**config.mk**
```make
export PLATFORM = sky130hd
export DESIGN_NAME = encoder_sys
export DESIGN_NICKNAME = d
export VERILOG_FILES = /design/src/rtl/encoder_sys.sv
export SDC_FILE = /design/constraint.sdc
export NUM_CORES = 1
export LEC_CHECK = 0
export CAP_MARGIN = 10
export CELL_PAD_IN_SITES_DETAIL_PLACEMENT = 0
export CELL_PAD_IN_SITES_GLOBAL_PLACEMENT = 1
export CORE_MARGIN = 1.5
export CORE_UTILIZATION = 46
export CTS_BUF_LIST = sky130_fd_sc_hd__clkbuf_4 sky130_fd_sc_hd__clkbuf_8
export DETAILED_ROUTE_END_ITERATION = 8
export PLACE_DENSITY = 0.81
export REMOVE_ABC_BUFFERS = 1
export SLEW_MARGIN = 5
export SYNTH_ARGS = -nofsm -noshare
export SYNTH_HDL_FRONTEND = slang
export SYNTH_SLANG_ARGS = --single-unit
```
**constraint.sdc**
```tcl
create_clock -name clk -period 3.24 [get_ports clk]
set_input_delay 0.486 -clock clk [delete_from_list [all_inputs] [get_ports clk]]
set_output_delay 0.486 -clock clk [all_outputs]
set_load 0.02 [all_outputs]
```
**src/rtl/encoder_sys.sv**
```systemverilog
// Rate 1/2 convolutional encoder with selectable constraint length K=3..6.
// Frames of FRAME_BITS data bits are flushed with K-1 zero tail symbols.
module encoder_sys #(
    parameter int unsigned FRAME_BITS = 13
) (
    input  logic       clk,
    input  logic       rst_n,
    input  logic [2:0] choose_constraint_length,
    input  logic       in_valid,
    input  logic       in_bit,
    output logic       in_ready,
    output logic [1:0] encoded_bits,
    output logic       out_valid,
    input  logic       out_ready,
    output logic       out_last
);

    localparam logic [1:0] ST_IDLE = 2'd0;
    localparam logic [1:0] ST_DATA = 2'd1;
    localparam logic [1:0] ST_TAIL = 2'd2;

    localparam logic [8:0] FRAME_LEN = 9'(FRAME_BITS);

    logic [1:0] state_q, state_d;
    logic [4:0] sr_q, sr_d;
    logic [7:0] bit_cnt_q, bit_cnt_d;
    logic [2:0] tail_cnt_q, tail_cnt_d;
    logic [2:0] k_q, k_d;
    logic [1:0] enc_q, enc_d;
    logic       out_valid_q, out_valid_d;
    logic       out_last_q, out_last_d;

    logic       slot_free;
    logic       accept;
    logic       tail_emit;
    logic       out_fire;
    logic [2:0] k_sel;
    logic [2:0] k_use;
    logic [8:0] cnt_next;

    function automatic logic [2:0] map_k(input logic [2:0] sel);
        logic [2:0] k;
        if (sel < 3'd3) begin
            k = 3'd3;
        end else if (sel == 3'd7) begin
            k = 3'd6;
        end else begin
            k = sel;
        end
        return k;
    endfunction

    // Window puts the current input at w[K-1] and older bits below it.
    function automatic logic [1:0] encode(input logic u, input logic [4:0] sr,
                                          input logic [2:0] k);
        logic [5:0] w;
        logic [5:0] g0;
        logic [5:0] g1;
        case (k)
            3'd4: begin
                w  = {2'b00, u, sr[0], sr[1], sr[2]};
                g0 = 6'o15;
                g1 = 6'o17;
            end
            3'd5: begin
                w  = {1'b0, u, sr[0], sr[1], sr[2], sr[3]};
                g0 = 6'o23;
                g1 = 6'o35;
            end
            3'd6: begin
                w  = {u, sr[0], sr[1], sr[2], sr[3], sr[4]};
                g0 = 6'o53;
                g1 = 6'o75;
            end
            default: begin
                w  = {3'b000, u, sr[0], sr[1]};
                g0 = 6'o07;
                g1 = 6'o05;
            end
        endcase
        return {^(w & g0), ^(w & g1)};
    endfunction

    assign slot_free = !out_valid_q || out_ready;
    assign out_fire  = out_valid_q && out_ready;
    // rst_n gating keeps in_ready low throughout reset and high right after release.
    assign in_ready  = rst_n && ((state_q == ST_IDLE) || (state_q == ST_DATA)) && slot_free;
    assign accept    = in_valid && in_ready;
    assign tail_emit = (state_q == ST_TAIL) && slot_free && (tail_cnt_q < (k_q - 3'd1));
    assign k_sel     = map_k(choose_constraint_length);
    assign k_use     = (state_q == ST_IDLE) ? k_sel : k_q;
    assign cnt_next  = ((state_q == ST_IDLE) ? 9'd0 : {1'b0, bit_cnt_q}) + 9'd1;

    always_comb begin
        state_d     = state_q;
        sr_d        = sr_q;
        bit_cnt_d   = bit_cnt_q;
        tail_cnt_d  = tail_cnt_q;
        k_d         = k_q;
        enc_d       = enc_q;
        out_valid_d = out_valid_q;
        out_last_d  = out_last_q;

        if (out_fire) begin
            out_valid_d = 1'b0;
            out_last_d  = 1'b0;
        end

        if (accept) begin
            enc_d       = encode(in_bit, sr_q, k_use);
            sr_d        = {sr_q[3:0], in_bit};
            out_valid_d = 1'b1;
            out_last_d  = 1'b0;
            bit_cnt_d   = cnt_next[7:0];
            if (state_q == ST_IDLE) begin
                k_d = k_sel;
            end
            if (cnt_next == FRAME_LEN) begin
                state_d    = ST_TAIL;
                tail_cnt_d = 3'd0;
            end else begin
                state_d = ST_DATA;
            end
        end else if (tail_emit) begin
            enc_d       = encode(1'b0, sr_q, k_q);
            sr_d        = {sr_q[3:0], 1'b0};
            out_valid_d = 1'b1;
            out_last_d  = (tail_cnt_q == (k_q - 3'd2));
            tail_cnt_d  = tail_cnt_q + 3'd1;
        end

        // Frame closes only once the final tail symbol has been taken downstream.
        if ((state_q == ST_TAIL) && out_fire && out_last_q) begin
            state_d    = ST_IDLE;
            sr_d       = 5'd0;
            bit_cnt_d  = 8'd0;
            tail_cnt_d = 3'd0;
        end
    end

    always_ff @(posedge clk or negedge rst_n) begin
        if (!rst_n) begin
            state_q     <= ST_IDLE;
            sr_q        <= 5'd0;
            bit_cnt_q   <= 8'd0;
            tail_cnt_q  <= 3'd0;
            k_q         <= 3'd3;
            enc_q       <= 2'b00;
            out_valid_q <= 1'b0;
            out_last_q  <= 1'b0;
        end else begin
            state_q     <= state_d;
            sr_q        <= sr_d;
            bit_cnt_q   <= bit_cnt_d;
            tail_cnt_q  <= tail_cnt_d;
            k_q         <= k_d;
            enc_q       <= enc_d;
            out_valid_q <= out_valid_d;
            out_last_q  <= out_last_d;
        end
    end

    assign encoded_bits = enc_q;
    assign out_valid    = out_valid_q;
    assign out_last     = out_last_q;

endmodule
```
==> results of run 1 <==
final cells by class:
| type | count | share of cell area (%) |
|---|---|---|
| Clock inverter | 1 | 0.216 |
| Clock buffer | 3 | 1.78 |
| Timing Repair Buffer | 17 | 6.81 |
| Sequential cell | 25 | 27.1 |
| Multi-Input combinational cell | 211 | 59.6 |
| Tap cell | 52 | 2.81 |
| Inverter | 10 | 1.62 |
kinds of logic after synthesis:
group | count (synthesis) | share of synthesized area [%]
muxes | 5 | 2.42
xor gates and xnor gates | 9 | 4.37
adders and majority gates | 10 | 5.90
DFF | 25 | 29.6
buffers and inverters | 29 | 5.31
AOI/OAI and AO/OA | 89 | 29.2
and+or+nand+nor | 98 | 23.2
how the worst max path moves through the flow:
stage | from | endpoint
2_1_floorplan | k_q[0] | sr_q[2]
5_1_grt | state_q[0] | tail_cnt_q[1]
4_1_cts | k_q[1] | encoded_bits[1]
3_3_place_gp | choose_constraint_length[2] | encoded_bits[1]
3_5_place_dp | choose_constraint_length[2] | encoded_bits[1]
6_report | state_q[0] | tail_cnt_q[1]
worst reg2reg max path, stage by stage (launching register included):
cell and delay [ns]:
dfrtp_1 0.60, or2_1 0.21, and2_1 0.17, ha_1 0.25
o2111ai_1 0.25, o21a_1 0.25, o21ai_0 0.25, nand4_1 0.17
nand2_1 0.15, a21boi_0 0.10, a31o_2 0.22
registers in the layout, indices dropped and copies added, names as in the netlist:
register / flops
bit_cnt_q: 8
tail_cnt_q: 3
out_last: 1
k_q: 3
state_q: 2
encoded_bits: 2
sr_q: 5
out_valid: 1
routing by layer:
metal,up-vias,track usage [%]
li1,985,-
met1,961,30.2
met2,69,37.8
met3,10,3.28
met4,0,7.97
met5,-,0
cells in the final DEF, fill, tap and decap left out, types with 3 or more instances in the layout:
master           count
o31ai_1              3
dfrtp_1             23
nor2_1              28
nand2_1             26
a22o_1               3
nor3_1               5
buf_4                5
o21ai_0             22
a22oi_1              3
clkbuf_8             3
o22ai_1              7
nor4_1               3
a21boi_0             3
nand3_1              6
nand4_1              3
and3_1               4
nor2b_1              7
mux2i_1              4
xnor2_1              5
ha_1                10
a21oi_1             13
xor2_1               3
a31oi_1              4
clkdlybuf4s50_1     12
a211oi_1             5
inv_1               10
through the flow:
step                instance area [um^2]  hold slack, ns  instances  utilization [%]
floorplan                           2050           0.190        246                -
global placement                    2270           0.490        315             51.7
detailed placement                  2270           0.501        315             51.7
CTS                                 2310           0.521        319             52.8
global route                        2310           0.576        319             52.8
finish                              2310           0.524        319             52.8
report_power, final:
group / total, mW / internal, mW / switching, mW / leakage, nW
Clock: 0.195 / 0.0863 / 0.108 / 0.0255
Sequential: 0.625 / 0.427 / 0.198 / 0.319
Combinational: 1.13 / 0.506 / 0.622 / 0.599
==> out/metrics.csv, run 1 <==
metric;value;unit
irDropWorstVdd;0.269;mV
crit_buf_inv;0;
cts_max_level;1;
hold_buffers;0;
overflow;0;
cts.sinks;25;
cp-start-kind;flip-flop;
rsz0062_at_grt;no;
ys_top_cells_by_count;28 x nor2_1, 26 x nand2_1, 23 x dfrtp_1;
grt_pass1_vias;1905;
cp.arrival;2.89;ns
insertion_delay;0.28;ns
critPathMaxFanout;11;
layout.area.seq;628;um^2
min-delay-start;bit_cnt_q[7];
tns;0;ns
drtIter0Drc;207;
start_util;48.4;%
met3_length;290;um
hold_viol;0;
setup_viol;0;
synth.top_cell.area_share;27.1;%
fillCellCount;422;
rows;24;
reg2reg_to;tail_cnt_q[1];
die_h;70.9;um
maxCapViolCount;0;
r2r-start;state_q[0];
vias;2025;
hpwl;3980;um
routed_wl;5510;um
gp_congestion;0.895;
hold_depth;2;
run_status;finished clean;
diodes;0;
cp.required;3.42;ns
max_slew_margin;57.0;%
io_buffer_count;12;
detail_route.wl_per_cell;17.3;um
yosysTopAreaCell;dfrtp_1;
synthTopCellsByArea;dfrtp_1 27%, ha_1 5.9%, o21ai_0 5.2%;
r2r_cells;10;
multiInputGateArea;1380;um^2
area_delta_synth_final;9.14;%
numCtsBuffers;3;
cp_slowest_cell;dfrtp_1;
antenna_found_initial;0;
end_kind;flip-flop;
post_cts_buffers;0;
preCtsSetupSlack;0.436;ns
max_freq;0.369;GHz
synth_area_per_cell;8.00;um^2
fin_crit;2.71;ns
firstDrtPassIters;4;
grt_max_degree;26;
ys_seq_area_share;29.6;%
fin_ws;0.527;ns
wl_met1;2490;um
cp_slowest_stage_delay;0.60;ns
p_leak;0.944;nW
met2_length;2640;um
skew;0.00868;ns
powerDensity;841;nW/um^2
clkTransAtPathRegs;0.10;ns
hp-class;flip-flop to flip-flop;
fin_nets;286;
yosys_most_used_dff;dfrtp_1;
r2r_setup_slack;0.53;ns
drv_slew;0;
syn_inst;265;
path_delay_family;compound AO/OA/AOI/OAI gates;
top_layer;met4;
ys_ff_latch;25;
vias_per_cell;6.35;
cts_resized;0;
antenna_left;0;
crit_type;flip-flop to flip-flop;
ys_warn_count;0;
pin_count;13;
tightest_slew;0.645;ns
track_usage;22.7;%
drive_gt1_share;7.49;%
grt_pass1_wl;9250;um
ys_types;61;
cts_tree;built;
die_w;70.9;um
async_flop_share;100;%
synth_most_common_cell;nor2_1;
clock_path_buffers;2;
power.total;1.95;mW
fin_crit_sh;83.7;%
syn_area;2120;um^2
dieArea;5030;um^2
cp_num_cells;10;
core_region_area;4380;um^2
worstHoldEndpoint;bit_cnt_q[7];
path_cells;or2_1 > and2_1 > ha_1 > o2111ai_1 > o21a_1 > o21ai_0 > nand4_1 > nand2_1 > a21boi_0 > a31o_2;
synth-edff-count;0;
cts-root-buf;clkbuf_8;
drcViolationCount;0;
Note: power is estimated with default switching activity, not from simulation.
==> inputs of run 2 (changes only) <==
clock period = 2.81 ns   (was 3.24 ns; I/O delays follow)
==> run 2 against run 1 <==
  * Clock power rose by 21%
  * Critical path depth did not move
  * Final area increased by 3.9%
  * Critical path type unchanged
  * Global-route usage increased by 0.81 points
==> out/metrics.csv, run 2 (synthesis results as in run 1) <==
metric;value;unit
run_status;finished clean;
insertion_delay;0.28;ns
max_freq;0.391;GHz
layout.area.seq;628;um^2
dp_cells;326;
cts-root-buf;clkbuf_8;
fin_nets;297;
detail_route.wl_per_cell;16.8;um
firstDrtPassIters;5;
min-delay-start;bit_cnt_q[7];
setup_viol;0;
cts_tree;built;
hpwl;4090;um
drtIter0Drc;211;
routed_wl;5560;um
maxCapViolCount;0;
end_kind;flip-flop;
track_usage;23.5;%
core_region_area;4380;um^2
r2r_cells;10;
crit_start;k_q[0];
p_leak;1.00;nW
drive_gt1_share;11.9;%
worstHoldEndpoint;bit_cnt_q[7];
rows;24;
largest_register;bit_cnt_q;
die_h;70.9;um
gp_congestion;0.839;
dieArea;5030;um^2
clkTransAtPathRegs;0.10;ns
r2r-start;k_q[0];
powerDensity;970;nW/um^2
diodes;0;
grt_max_degree;26;
fin_cells;330;
skew;0.00776;ns
drv_slew;0;
antenna_left;0;
cp.arrival;2.75;ns
area_delta_synth_final;13.4;%
reg_top3;bit_cnt_q: 8 flops, sr_q: 5 flops;
critPathMaxFanout;6;
path_cells;inv_1 > ha_1 > ha_1 > nor2b_1 > o21ai_0 > and4b_2 > buf_4 > nor2_1 > a211o_1 > o31ai_2;
final_cell_mix;27 x nor2_1, 26 x nand2_1, 23 x dfrtp_1, 22 x o21ai_0, 16 x buf_4;
multiInputGateArea;1380;um^2
tns;0;ns
hold_depth;2;
io_buffer_count;12;
grt_pass1_vias;2003;
pin_count;13;
final_common_cell;nor2_1;
vias;2056;
cts_max_level;1;
numCtsBuffers;3;
fin_crit_sh;91.0;%
tightest_slew;0.591;ns
grt_pass1_wl;9610;um
hold_viol;0;
max_slew_margin;60.5;%
r2r_setup_slack;0.25;ns
rsz0062_at_grt;no;
cp.required;3.01;ns
irDropWorstVdd;0.481;mV
hp-class;flip-flop to flip-flop;
cts.sinks;25;
cp_slowest_cell;dfstp_2;
drcViolationCount;0;
overflow;0;
largest_reg_flops;8;
clock_path_buffers;2;
fin_crit;2.56;ns
cpMostUsedCell;ha_1;
reg2reg_to;encoded_bits[0];
fillCellCount;408;
start_util;48.4;%
cp_slowest_stage_delay;0.55;ns
die_w;70.9;um
antenna_found_initial;0;
cp-start-kind;flip-flop;
crit_type;flip-flop to flip-flop;
vias_per_cell;6.23;
-- run 2: cell types whose count changed in the layout (fill, tap and decap cells not counted) --
| cell | delta |
|---|---|
| nor2_2 | +1 |
| and4b_1 | -1 |
| nor2_1 | -1 |
| and4b_2 | +1 |
| clkinv_2 | -1 |
| buf_4 | +11 |
| inv_6 | +1 |
-- run 2: layer usage --
layer  vias up  share of wire [%]  global-route usage [%]
met5         -                  0                       0
met4         0                1.4                    6.29
met3         8                3.4                    3.42
met2        49                 49                    40.2
met1       992                 46                    31.1
li1       1007                  -                       -
-- run 2: worst max-delay path by stage --
stage,to
5_1_grt,encoded_bits[1]
3_5_place_dp,encoded_bits[0]
2_1_floorplan,sr_q[2]
6_report,encoded_bits[0]
4_1_cts,sr_q[2]
3_3_place_gp,encoded_bits[0]
-- run 2: final cells by class --
cell class	instances	area share, %
Multi-Input combinational cell	211	57.5
Sequential cell	25	26.1
Timing Repair Buffer	28	9.99
Tap cell	52	2.71
Clock buffer	3	1.72
Inverter	10	1.56
Clock inverter	1	0.364
-- run 2: critical path, delay by kind of cell (launching register included) --
kind / cells / cell delay (ns)
AOI/OAI and AO/OA: 3 / 0.52
buffers and inverters: 2 / 0.28
DFF: 1 / 0.55
adders and majority gates: 2 / 0.59
and+or+nand+nor: 3 / 0.53
-- run 2: where the power goes --
part	switching [mW]	internal [mW]	total [mW]	leakage (nW)
sequential	0.160	0.492	0.652	0.319
clock	0.132	0.104	0.236	0.0261
combinational	0.791	0.654	1.44	0.655
total	1.08	1.25	2.33	1.00
-- run 2: stage by stage --
stage / setup slack [ns] / hold slack, ns / total power [mW] / area, um^2 / utilization, %
final: 0.252 / 0.517 / 2.33 / 2400 / 54.9
after detailed placement: 0.0699 / 0.504 / 2.09 / 2350 / 53.6
after global placement: 0.138 / 0.490 / 2.07 / 2350 / 53.6
after CTS: 0.149 / 0.526 / 2.34 / 2400 / 54.8
after global routing: 0.0532 / 0.553 / 2.56 / 2400 / 54.9
after floorplan: 0.411 / 0.126 / 1.71 / 2050 / -
-- run 2: repair_timing --
action,CTS,global route
hold buffers,0,0
resized for setup,0,2
endpoints found under the setup margin,0,4
endpoints found under the hold margin,0,0
setup buffers,0,0
==> inputs of run 3 (changes only) <==
CTS_CLUSTER_DIAMETER = 60   (was not set)
==> results of run 3 <==
No change in the layout: final DEF, timing and power equal those of run 2.
